## src/rtl/c10_pattern_gen.sv

```systemverilog
// Pattern source for the C10Fritz cone: drives G1gat..G8gat under a valid/ready handshake.
// Define C10_PATGEN_LFSR_EN to build in the 8-bit LFSR generator, selected at start by mode.
//
// state  | meaning
// IDLE   | waiting for start, outputs quiet
// RUN    | valid pattern presented, advances on each accepted handshake
// DONE   | one-cycle done pulse after the last pattern was accepted
module c10_pattern_gen #(
    parameter logic [7:0] SEED = 8'h01,
    parameter int         NPAT = 256
) (
    input  logic       clk,
    input  logic       rst_n,
    input  logic       start,
    input  logic       mode,
    input  logic       ready,
    output logic       valid,
    output logic       G1gat,
    output logic       G2gat,
    output logic       G3gat,
    output logic       G4gat,
    output logic       G5gat,
    output logic       G6gat,
    output logic       G7gat,
    output logic       G8gat,
    output logic [7:0] pat_idx,
    output logic       busy,
    output logic       done
);

    typedef enum logic [1:0] {S_IDLE, S_RUN, S_DONE} state_t;

    // Nine bits so the final index of a 256-pattern run compares cleanly.
    localparam logic [8:0] LAST_IDX = 9'(NPAT - 1);

    state_t     state_q, state_d;
    logic [7:0] pat_q, pat_d;
    logic [8:0] cnt_q, cnt_d;
    logic       valid_q, valid_d;
    logic       busy_q, busy_d;
    logic       done_q, done_d;
    logic [7:0] next_pat;
    logic [7:0] seed_load;

`ifdef C10_PATGEN_LFSR_EN
    logic run_mode_q, run_mode_d;

    // Fibonacci taps for x^8+x^6+x^5+x^4+1; an all-zero seed would lock the LFSR.
    assign next_pat  = run_mode_q ? {pat_q[6:0], pat_q[7] ^ pat_q[5] ^ pat_q[4] ^ pat_q[3]}
                                  : pat_q + 8'd1;
    assign seed_load = (mode && (SEED == 8'h00)) ? 8'h01 : SEED;

    always_ff @(posedge clk or negedge rst_n) begin
        if (!rst_n) run_mode_q <= 1'b0;
        else        run_mode_q <= run_mode_d;
    end

    always_comb begin
        run_mode_d = run_mode_q;
        if (state_q == S_IDLE && start) run_mode_d = mode;
    end
`else
    logic unused_mode;

    assign unused_mode = mode;
    assign next_pat    = pat_q + 8'd1;
    assign seed_load   = SEED;
`endif

    always_ff @(posedge clk or negedge rst_n) begin
        if (!rst_n) begin
            state_q <= S_IDLE;
            pat_q   <= 8'h00;
            cnt_q   <= 9'd0;
            valid_q <= 1'b0;
            busy_q  <= 1'b0;
            done_q  <= 1'b0;
        end else begin
            state_q <= state_d;
            pat_q   <= pat_d;
            cnt_q   <= cnt_d;
            valid_q <= valid_d;
            busy_q  <= busy_d;
            done_q  <= done_d;
        end
    end

    always_comb begin
        state_d = state_q;
        pat_d   = pat_q;
        cnt_d   = cnt_q;
        case (state_q)
            S_IDLE: begin
                if (start) begin
                    state_d = S_RUN;
                    pat_d   = seed_load;
                    cnt_d   = 9'd0;
                end
            end
            S_RUN: begin
                if (ready) begin
                    if (cnt_q == LAST_IDX) begin
                        state_d = S_DONE;
                    end else begin
                        pat_d = next_pat;
                        cnt_d = cnt_q + 9'd1;
                    end
                end
            end
            S_DONE:  state_d = S_IDLE;
            default: state_d = S_IDLE;
        endcase
        valid_d = (state_d == S_RUN);
        busy_d  = (state_d != S_IDLE);
        done_d  = (state_d == S_DONE);
    end

    assign valid   = valid_q;
    assign busy    = busy_q;
    assign done    = done_q;
    assign pat_idx = cnt_q[7:0];
    assign G1gat   = pat_q[0];
    assign G2gat   = pat_q[1];
    assign G3gat   = pat_q[2];
    assign G4gat   = pat_q[3];
    assign G5gat   = pat_q[4];
    assign G6gat   = pat_q[5];
    assign G7gat   = pat_q[6];
    assign G8gat   = pat_q[7];

endmodule

```

## config.mk

```make
export PLATFORM = sky130hd
export DESIGN_NAME = c10_pattern_gen
export DESIGN_NICKNAME = d
export VERILOG_FILES = /design/src/rtl/c10_pattern_gen.sv
export SDC_FILE = /design/constraint.sdc
export NUM_CORES = 1
export LEC_CHECK = 0
export CORE_AREA = 3 3 52 54
export CTS_CLUSTER_SIZE = 16
export DETAILED_ROUTE_END_ITERATION = 7
export DIE_AREA = 0 0 55 57
export PLACE_DENSITY_LB_ADDON = 0.12
export SLEW_MARGIN = 20
export SYNTH_ARGS = -nofsm -noshare
export SYNTH_HDL_FRONTEND = slang
export SYNTH_SLANG_ARGS = --single-unit
```

## constraint.sdc

```tcl
create_clock -name clk -period 5.25 [get_ports clk]
set_input_delay 0.525 -clock clk [delete_from_list [all_inputs] [get_ports clk]]
set_output_delay 0.525 -clock clk [all_outputs]
set_load 0.1 [all_outputs]
```

==> results of run 1 <==
## cell usage after synthesis (2+ instances only)
cell type   n  area, µm²
dfrtp_1    22      550.5
a21oi_1     9      45.04
buf_4       8      60.06
nand2_1     8      30.03
inv_1       7      26.28
nor2_1      6      22.52
nand3_1     5      25.02
o21ai_0     5      25.02
mux2i_1     4      40.04
nor3_1      4      20.02
o31ai_1     4      30.03
or3_1       4      25.02
or4_1       4      30.03
a21o_1      3      22.52
ha_1        3      37.54
clkbuf_1    2      7.510
nand4_1     2      12.51
## worst register-to-register path: stages (launching register included)
cell and delay, ns:
dfrtp_1 0.43, ha_1 0.27, nand3_1 0.10, nor2_1 0.05, ha_1 0.23, nand4bb_2 0.45
or4_1 0.55, a21oi_1 0.16
## kinds of logic after synthesis
logic type	synth area share [%]
buffers and inverters	8.768
and+or+nand+nor	22.98
adders and majority gates	3.330
AOI/OAI and AO/OA	12.54
DFF	48.83
muxes	3.552
## per-stage QoR
stage | instances | util [%]
floorplan | 112 | -
global placement | 152 | 58.44
detailed placement | 152 | 58.44
CTS | 155 | 59.43
global route | 155 | 59.43
finish | 155 | 59.43
## layout make-up
cell class	instances	area (µm²)	area share (%)
flip-flops and latches	22	550.5	41.08
multi-input cells	72	478.0	35.67
repair buffers	23	227.7	16.99
well taps	28	35.03	2.614
inverters	7	26.28	1.961
clock buffers	3	22.52	1.681
## power groups by stage
stage	clock network, W	logic (W)	registers (W)
3_3_place_gp	0	0.000406	0.000253
5_1_grt	0.0000841	0.000429	0.000263
4_1_cts	0.0000776	0.000411	0.000254
2_1_floorplan	0	0.000220	0.000373
3_5_place_dp	0	0.000410	0.000257
6_report	0.0000768	0.000409	0.000253
## worst paths after layout
kind / start / endpoint / slack (ns) / cells past startpoint
max in group asynchronous: rst_n / pat_q[4] / 3.93 / 1
min in group asynchronous: rst_n / cnt_q[4] / 0.73 / 1
worst min register to register: cnt_q[8] / cnt_q[8] / 0.49 / 1
worst max register to register: cnt_q[0] / cnt_q[5] / 2.95 / 7
worst min-delay path: cnt_q[8] / cnt_q[8] / 0.49 / 1
worst max-delay path: cnt_q[2] / pat_idx[2] / 2.77 / 1
## per-layer routing
| metal | up-vias | wire (µm) |
|---|---|---|
| met1 | 408 | 1075 |
| met5 | - | 0 |
| li1 | 429 | - |
| met2 | 18 | 1029 |
| met3 | 2 | 91 |
| met4 | 0 | 29 |
## state kept, by name, summed over array words and instances (netlist names)
register  flops
cnt_q         9
pat_q         8
state_q       2
busy          1
done          1
valid         1
==> metrics.txt, run 1 <==
M2 GR Usage=a little under a quarter; crit path max fanout=7; Peak supply drop=between 0.3 and 0.4 mV; Max Cap Viol=0; die extent in x=between 50 and 60 µm; Final Setup Violations=0; RSZ-0062 raised after global routing=false; crit path launch type=flip-flop; CP bufs+invs=1; Post-Syn Nets=120; DR iter-0 viols=3; Ports=24; Routed WL=approximately 2.2 mm; sequential area share after synthesis=48.83%; Mapped Avg Cell Area=between 10 and 15 µm²; die area=approximately 3100 µm²; combinational power share=55.4%; area grow syn2layout=18.87%; global-route wire length before repair=around 3.8 mm; most frequent cells in the layout=dfrtp_1 (22), clkdlybuf4s50_1 (22), a21oi_1 (9); status=completed; Gate Count Post-Synth=approximately 110; htree depth=1; placed cell areas=approximately 1300 µm²; Syn Std Cell Area=~1100 µm²; cell family with most CP delay=buffers and inverters; WHS=~0.49 ns; GR peak layer=met1; ys flop type=dfrtp_1; Bufs on Longest Clock Path=2; Period minus WS final=2.482 ns; fillers=about 230; HP Class=flip-flop to flip-flop; Rel. slew slack=around a third; CTS tree=yes; # DRC=0; initial antenna violation count=0; # diodes=0; crit path DAT=between 1.5 and 2 ns; WL/cell=~14 µm; core area=2255 µm²; DRT Pass-1 Iters=3; FP Rows=17; YS warnings=0; CTS sink cnt=22; CP Cell Sequence=clkdlybuf4s50_1; critical setup path kind=flip-flop to primary output; Int Power=between 0.0003 and 0.0004 W; flops & latches, synth=22; post-DR vias/cell=about 5.5; postcts setup bufs=0; final net count=137; Worst-Skew Late Latency=slightly above 0.3 ns; Overall Power=0.0007390 W; Netlist cell types=29; CTS buffer count=3; ys async rst share=100.0%; share of post-route cells with drive strength above 1=under 10%; CP max stage cell=clkdlybuf4s50_1; Final Hold Fails=0; Net Sw Frac=about 56%; PD cells=551.5 nW/µm²; height of the die=approximately 57 µm; Hold Buf Count CTS=0; CP Data Required Time=4.72 ns; grt met1 use=about a quarter; clock network power share=about a tenth; CP Capture Type=primary output; Leak=0.5319 nW; initial core utilization=50.00%; Vias=857; Routed Antenna Nets=0; post-route setup TNS=0 ns; post-CTS sizing=0; clock-pin slew of the registers on the worst-case setup and hold paths=roughly 0.12 ns; # port buffers=22; GP Congestion=around 0.76; detailed placement HPWL=about 1.6 mm; Post-Place Worst Slack=a little under 3 ns; GRT overflow=0; net switching power=~0.00042 W; Tightest Pin Transition=slightly below 1 ns; Final Cell Area=around 1300 µm²; Max stage delay on crit path=around 1.2 ns; Total GRT Usage=between 15 and 20%; Reg power frac=around 34%; setup ws final=2.768 ns; Root Buffer=clkbuf_4; Post-Route Skew=around 0.009 ns; met3 Use GR=under 10%; Post-synth EDFFs=0; final worst-path cycle share=47.28%; largest net degree at the start of global routing=23; final max-slew violation count=0; Max Fclk=roughly 0.40 GHz; vias in the first global route=roughly 830
Note: power is estimated with default switching activity, not from simulation.
==> run 2, diff against run 1 <==
CORE_AREA = 3 3 55 57   (was 3 3 52 54)
DIE_AREA = 0 0 58 60   (was 0 0 55 57)
clock period = 2.1 ns   (was 5.25 ns; I/O delays follow)
==> run 2 against run 1 <==
Register-to-register slack got worse by 2.8 ns. Sequential power increased by 140%. Cell count increased by 7.1%. Sequential share of layout area decreased by 1.5 points. Wire length increased by 1.9%. Utilization decreased by 4.3 points. Clock power increased to 3.2 times the previous value.
==> metrics.txt, run 2 (same netlist as run 1, synthesis figures left out) <==
status=completed (unchanged); biggest registers after layout=cnt_q x9, pat_q x8, state_q x2 (unchanged); GRT overflow=0 (unchanged); DR iter-0 viols=23 (was 3); placed cell areas=1333 µm² (was 1318 µm²); Leak=0.6064 nW (was 0.5319 nW); Max stage delay on crit path=0.41 ns (was 1.17 ns); CP Cell Sequence=ha_1, nand3_1, nor2_1, ha_1, buf_4, nand3b_1, or4_1, a21oi_1 (was clkdlybuf4s50_1); die area=3480 µm² (was 3135 µm²); R2R Path Start=cnt_q[0] (unchanged); Total GRT Usage=15.17% (was 16.34%); Final Cell Area=1390 µm² (was 1340 µm²); CP Data Required Time=2.35 ns (was 4.72 ns); M2 GR Usage=24.84% (was 23.65%); Period minus WS final=between 1.5 and 2 ns; htree depth=1 (unchanged); # port buffers=22 (unchanged); post-DR vias/cell=5.524 (was 5.529); DRT Pass-1 Iters=4 (was 3); FF/Latch Area=550.5 µm² (unchanged); vias in the first global route=877 (was 825); leading cell type in the layout, fill and taps excluded=buf_4; post-CTS sizing=0 (unchanged); Ports=24 (unchanged); critical setup path kind=flip-flop to flip-flop (was flip-flop to primary output); R2R cell count=8 (was 7); detailed placement HPWL=1.665 mm (was 1.627 mm); HP Class=input pin to asynchronous set/reset pin (was flip-flop to flip-flop); Root Buffer=clkbuf_4 (unchanged); Rel. slew slack=81.06% (was 34.98%); # diodes=0 (unchanged); Hold Buf Count CTS=0 (unchanged); Vias=917 (was 857); final max-slew violation count=0 (unchanged); WL/cell=13.66 µm (was 14.35 µm); Routed Antenna Nets=0 (unchanged); Final Hold Fails=0 (unchanged); CTS tree=yes (unchanged); Max Cap Viol=0 (unchanged); global-route wire length before repair=3.898 mm (was 3.829 mm); Tightest Pin Transition=0.2840 ns (was 0.9723 ns); final worst-path cycle share=just over 90%; core area=2522 µm² (was 2255 µm²); Peak supply drop=0.9792 mV (was 0.3794 mV); Post-Route Skew=0.01205 ns (was 0.008820 ns); post-route setup TNS=0 ns (unchanged); footprint of the multi-input gates=499.2 µm² (was 478.0 µm²); Worst-Skew Late Latency=0.32 ns (was 0.31 ns); Max Fclk=~0.52 GHz; Largest register FFs=9 (unchanged); Routed WL=2.268 mm (was 2.225 mm); fin util=55.11% (was 59.43%); grt met1 use=19.19% (was 24.21%); Bufs on Longest Clock Path=2 (unchanged); Final Setup Violations=0 (unchanged); largest net degree at the start of global routing=23 (unchanged); RSZ-0062 raised after global routing=false (unchanged); postcts setup bufs=0 (unchanged); final net count=145 (was 137); die extent in x=58 µm (was 55 µm); combinational power share=55.1% (was 55.4%); # DRC=0 (unchanged); FP Rows=18 (was 17); area grow syn2layout=23.31% (was 18.87%); crit path DAT=2.18 ns (was 1.96 ns); CP Capture Type=flip-flop (was primary output); met3 Use GR=1.944% (was 2.611%); cell mode on critical path=ha_1; PD cells=1375 nW/µm² (was 551.5 nW/µm²); Reg power frac=32.2% (was 34.2%); GR peak layer=met2 (was met1); share of post-route cells with drive strength above 1=27.21% (was 5.512%); clock network power share=12.7% (was 10.4%); most frequent cells in the layout=buf_4 (28), dfrtp_1 (22), nand2_1 (8), a21oi_1 (8), inv_1 (7) (was dfrtp_1 (22), clkdlybuf4s50_1 (22), a21oi_1 (9)); CTS sink cnt=22 (unchanged); fillers=254 (was 228); crit path max fanout=5 (was 7); height of the die=60 µm (was 57 µm); clock-pin slew of the registers on the worst-case setup and hold paths=0.13 ns (was 0.12 ns); CP max stage cell=dfrtp_1 (was clkdlybuf4s50_1); R2R Setup Slk=0.17 ns (was 2.95 ns); largest register by flop count=cnt_q (unchanged); Net Sw Frac=55.52% (was 56.34%); crit path launch type=flip-flop (unchanged); initial antenna violation count=0 (unchanged); reg2reg end=pat_q[6] (was cnt_q[5]); initial core utilization=44.69% (was 50.00%); net switching power=0.001061 W (was 0.0004164 W); GP Congestion=0.7414 (was 0.7587); Int Power=0.0008502 W (was 0.0003226 W); CTS buffer count=3 (unchanged)
run 2: layout make-up:
type / count / share of cell area (%)
sequential: 22 / 39.60
timing repair buffer: 31 / 17.28
multi-input combinational: 72 / 35.91
clock buffer: 4 / 2.610
inverter: 7 / 1.890
tap: 30 / 2.700
run 2: worst max-delay path by stage:
stage	slack, ns	end	cells after the start	startpoint
after floorplan	0.12	pat_q[6]	4	pat_q[0]
after global placement	0.13	cnt_q[7]	7	cnt_q[0]
after detailed placement	0.06	pat_q[2]	8	cnt_q[0]
after CTS	0.03	pat_q[2]	8	cnt_q[0]
after global routing	0.04	pat_q[2]	8	cnt_q[0]
final	0.17	pat_q[6]	8	cnt_q[0]
run 2: worst max-delay path: cells and delay by family, from the launching register on:
family,cells,cell delay [ns]
AND/OR/NAND/NOR,4,0.72
adder cells (fa/ha/maj),2,0.42
flip-flops,1,0.41
buffers and inverters,1,0.15
AO/OA/AOI/OAI,1,0.15
run 2: stage by stage:
step	total power (W)	worst slack (ns)	hold slack, ns	instances
finish	0.001911	0.1715	0.2096	166
global route	0.002000	0.03692	0.2329	166
CTS	0.001923	0.02708	0.2164	166
detailed placement	0.001677	0.05895	0.4670	162
global placement	0.001660	0.1286	0.4596	162
floorplan	0.001482	0.1185	-0.08559	112
run 2: power groups by stage:
stage / clock, W / sequential [W] / combinational (W)
after floorplan: 0 / 0.000933 / 0.000549
after global placement: 0 / 0.000617 / 0.00104
after detailed placement: 0 / 0.000625 / 0.00105
after CTS: 0.000254 / 0.000617 / 0.00105
after global routing: 0.000262 / 0.000633 / 0.00110
final: 0.000243 / 0.000615 / 0.00105
run 2: metal layers:
| layer | vias to the layer above | wire length (µm) | share of wire [%] |
|---|---|---|---|
| li1 | 447 | - | - |
| met2 | 22 | 1019 | 45 |
| met4 | 0 | 48 | 2.1 |
| met5 | - | 0 | 0 |
| met1 | 443 | 1110 | 49 |
| met3 | 5 | 89 | 3.9 |
==> run 3, diff against run 2 <==
SLEW_MARGIN = 10   (was 20)
==> results of run 3 <==
Same layout as run 2: the final DEF is identical, and so are final timing and power.
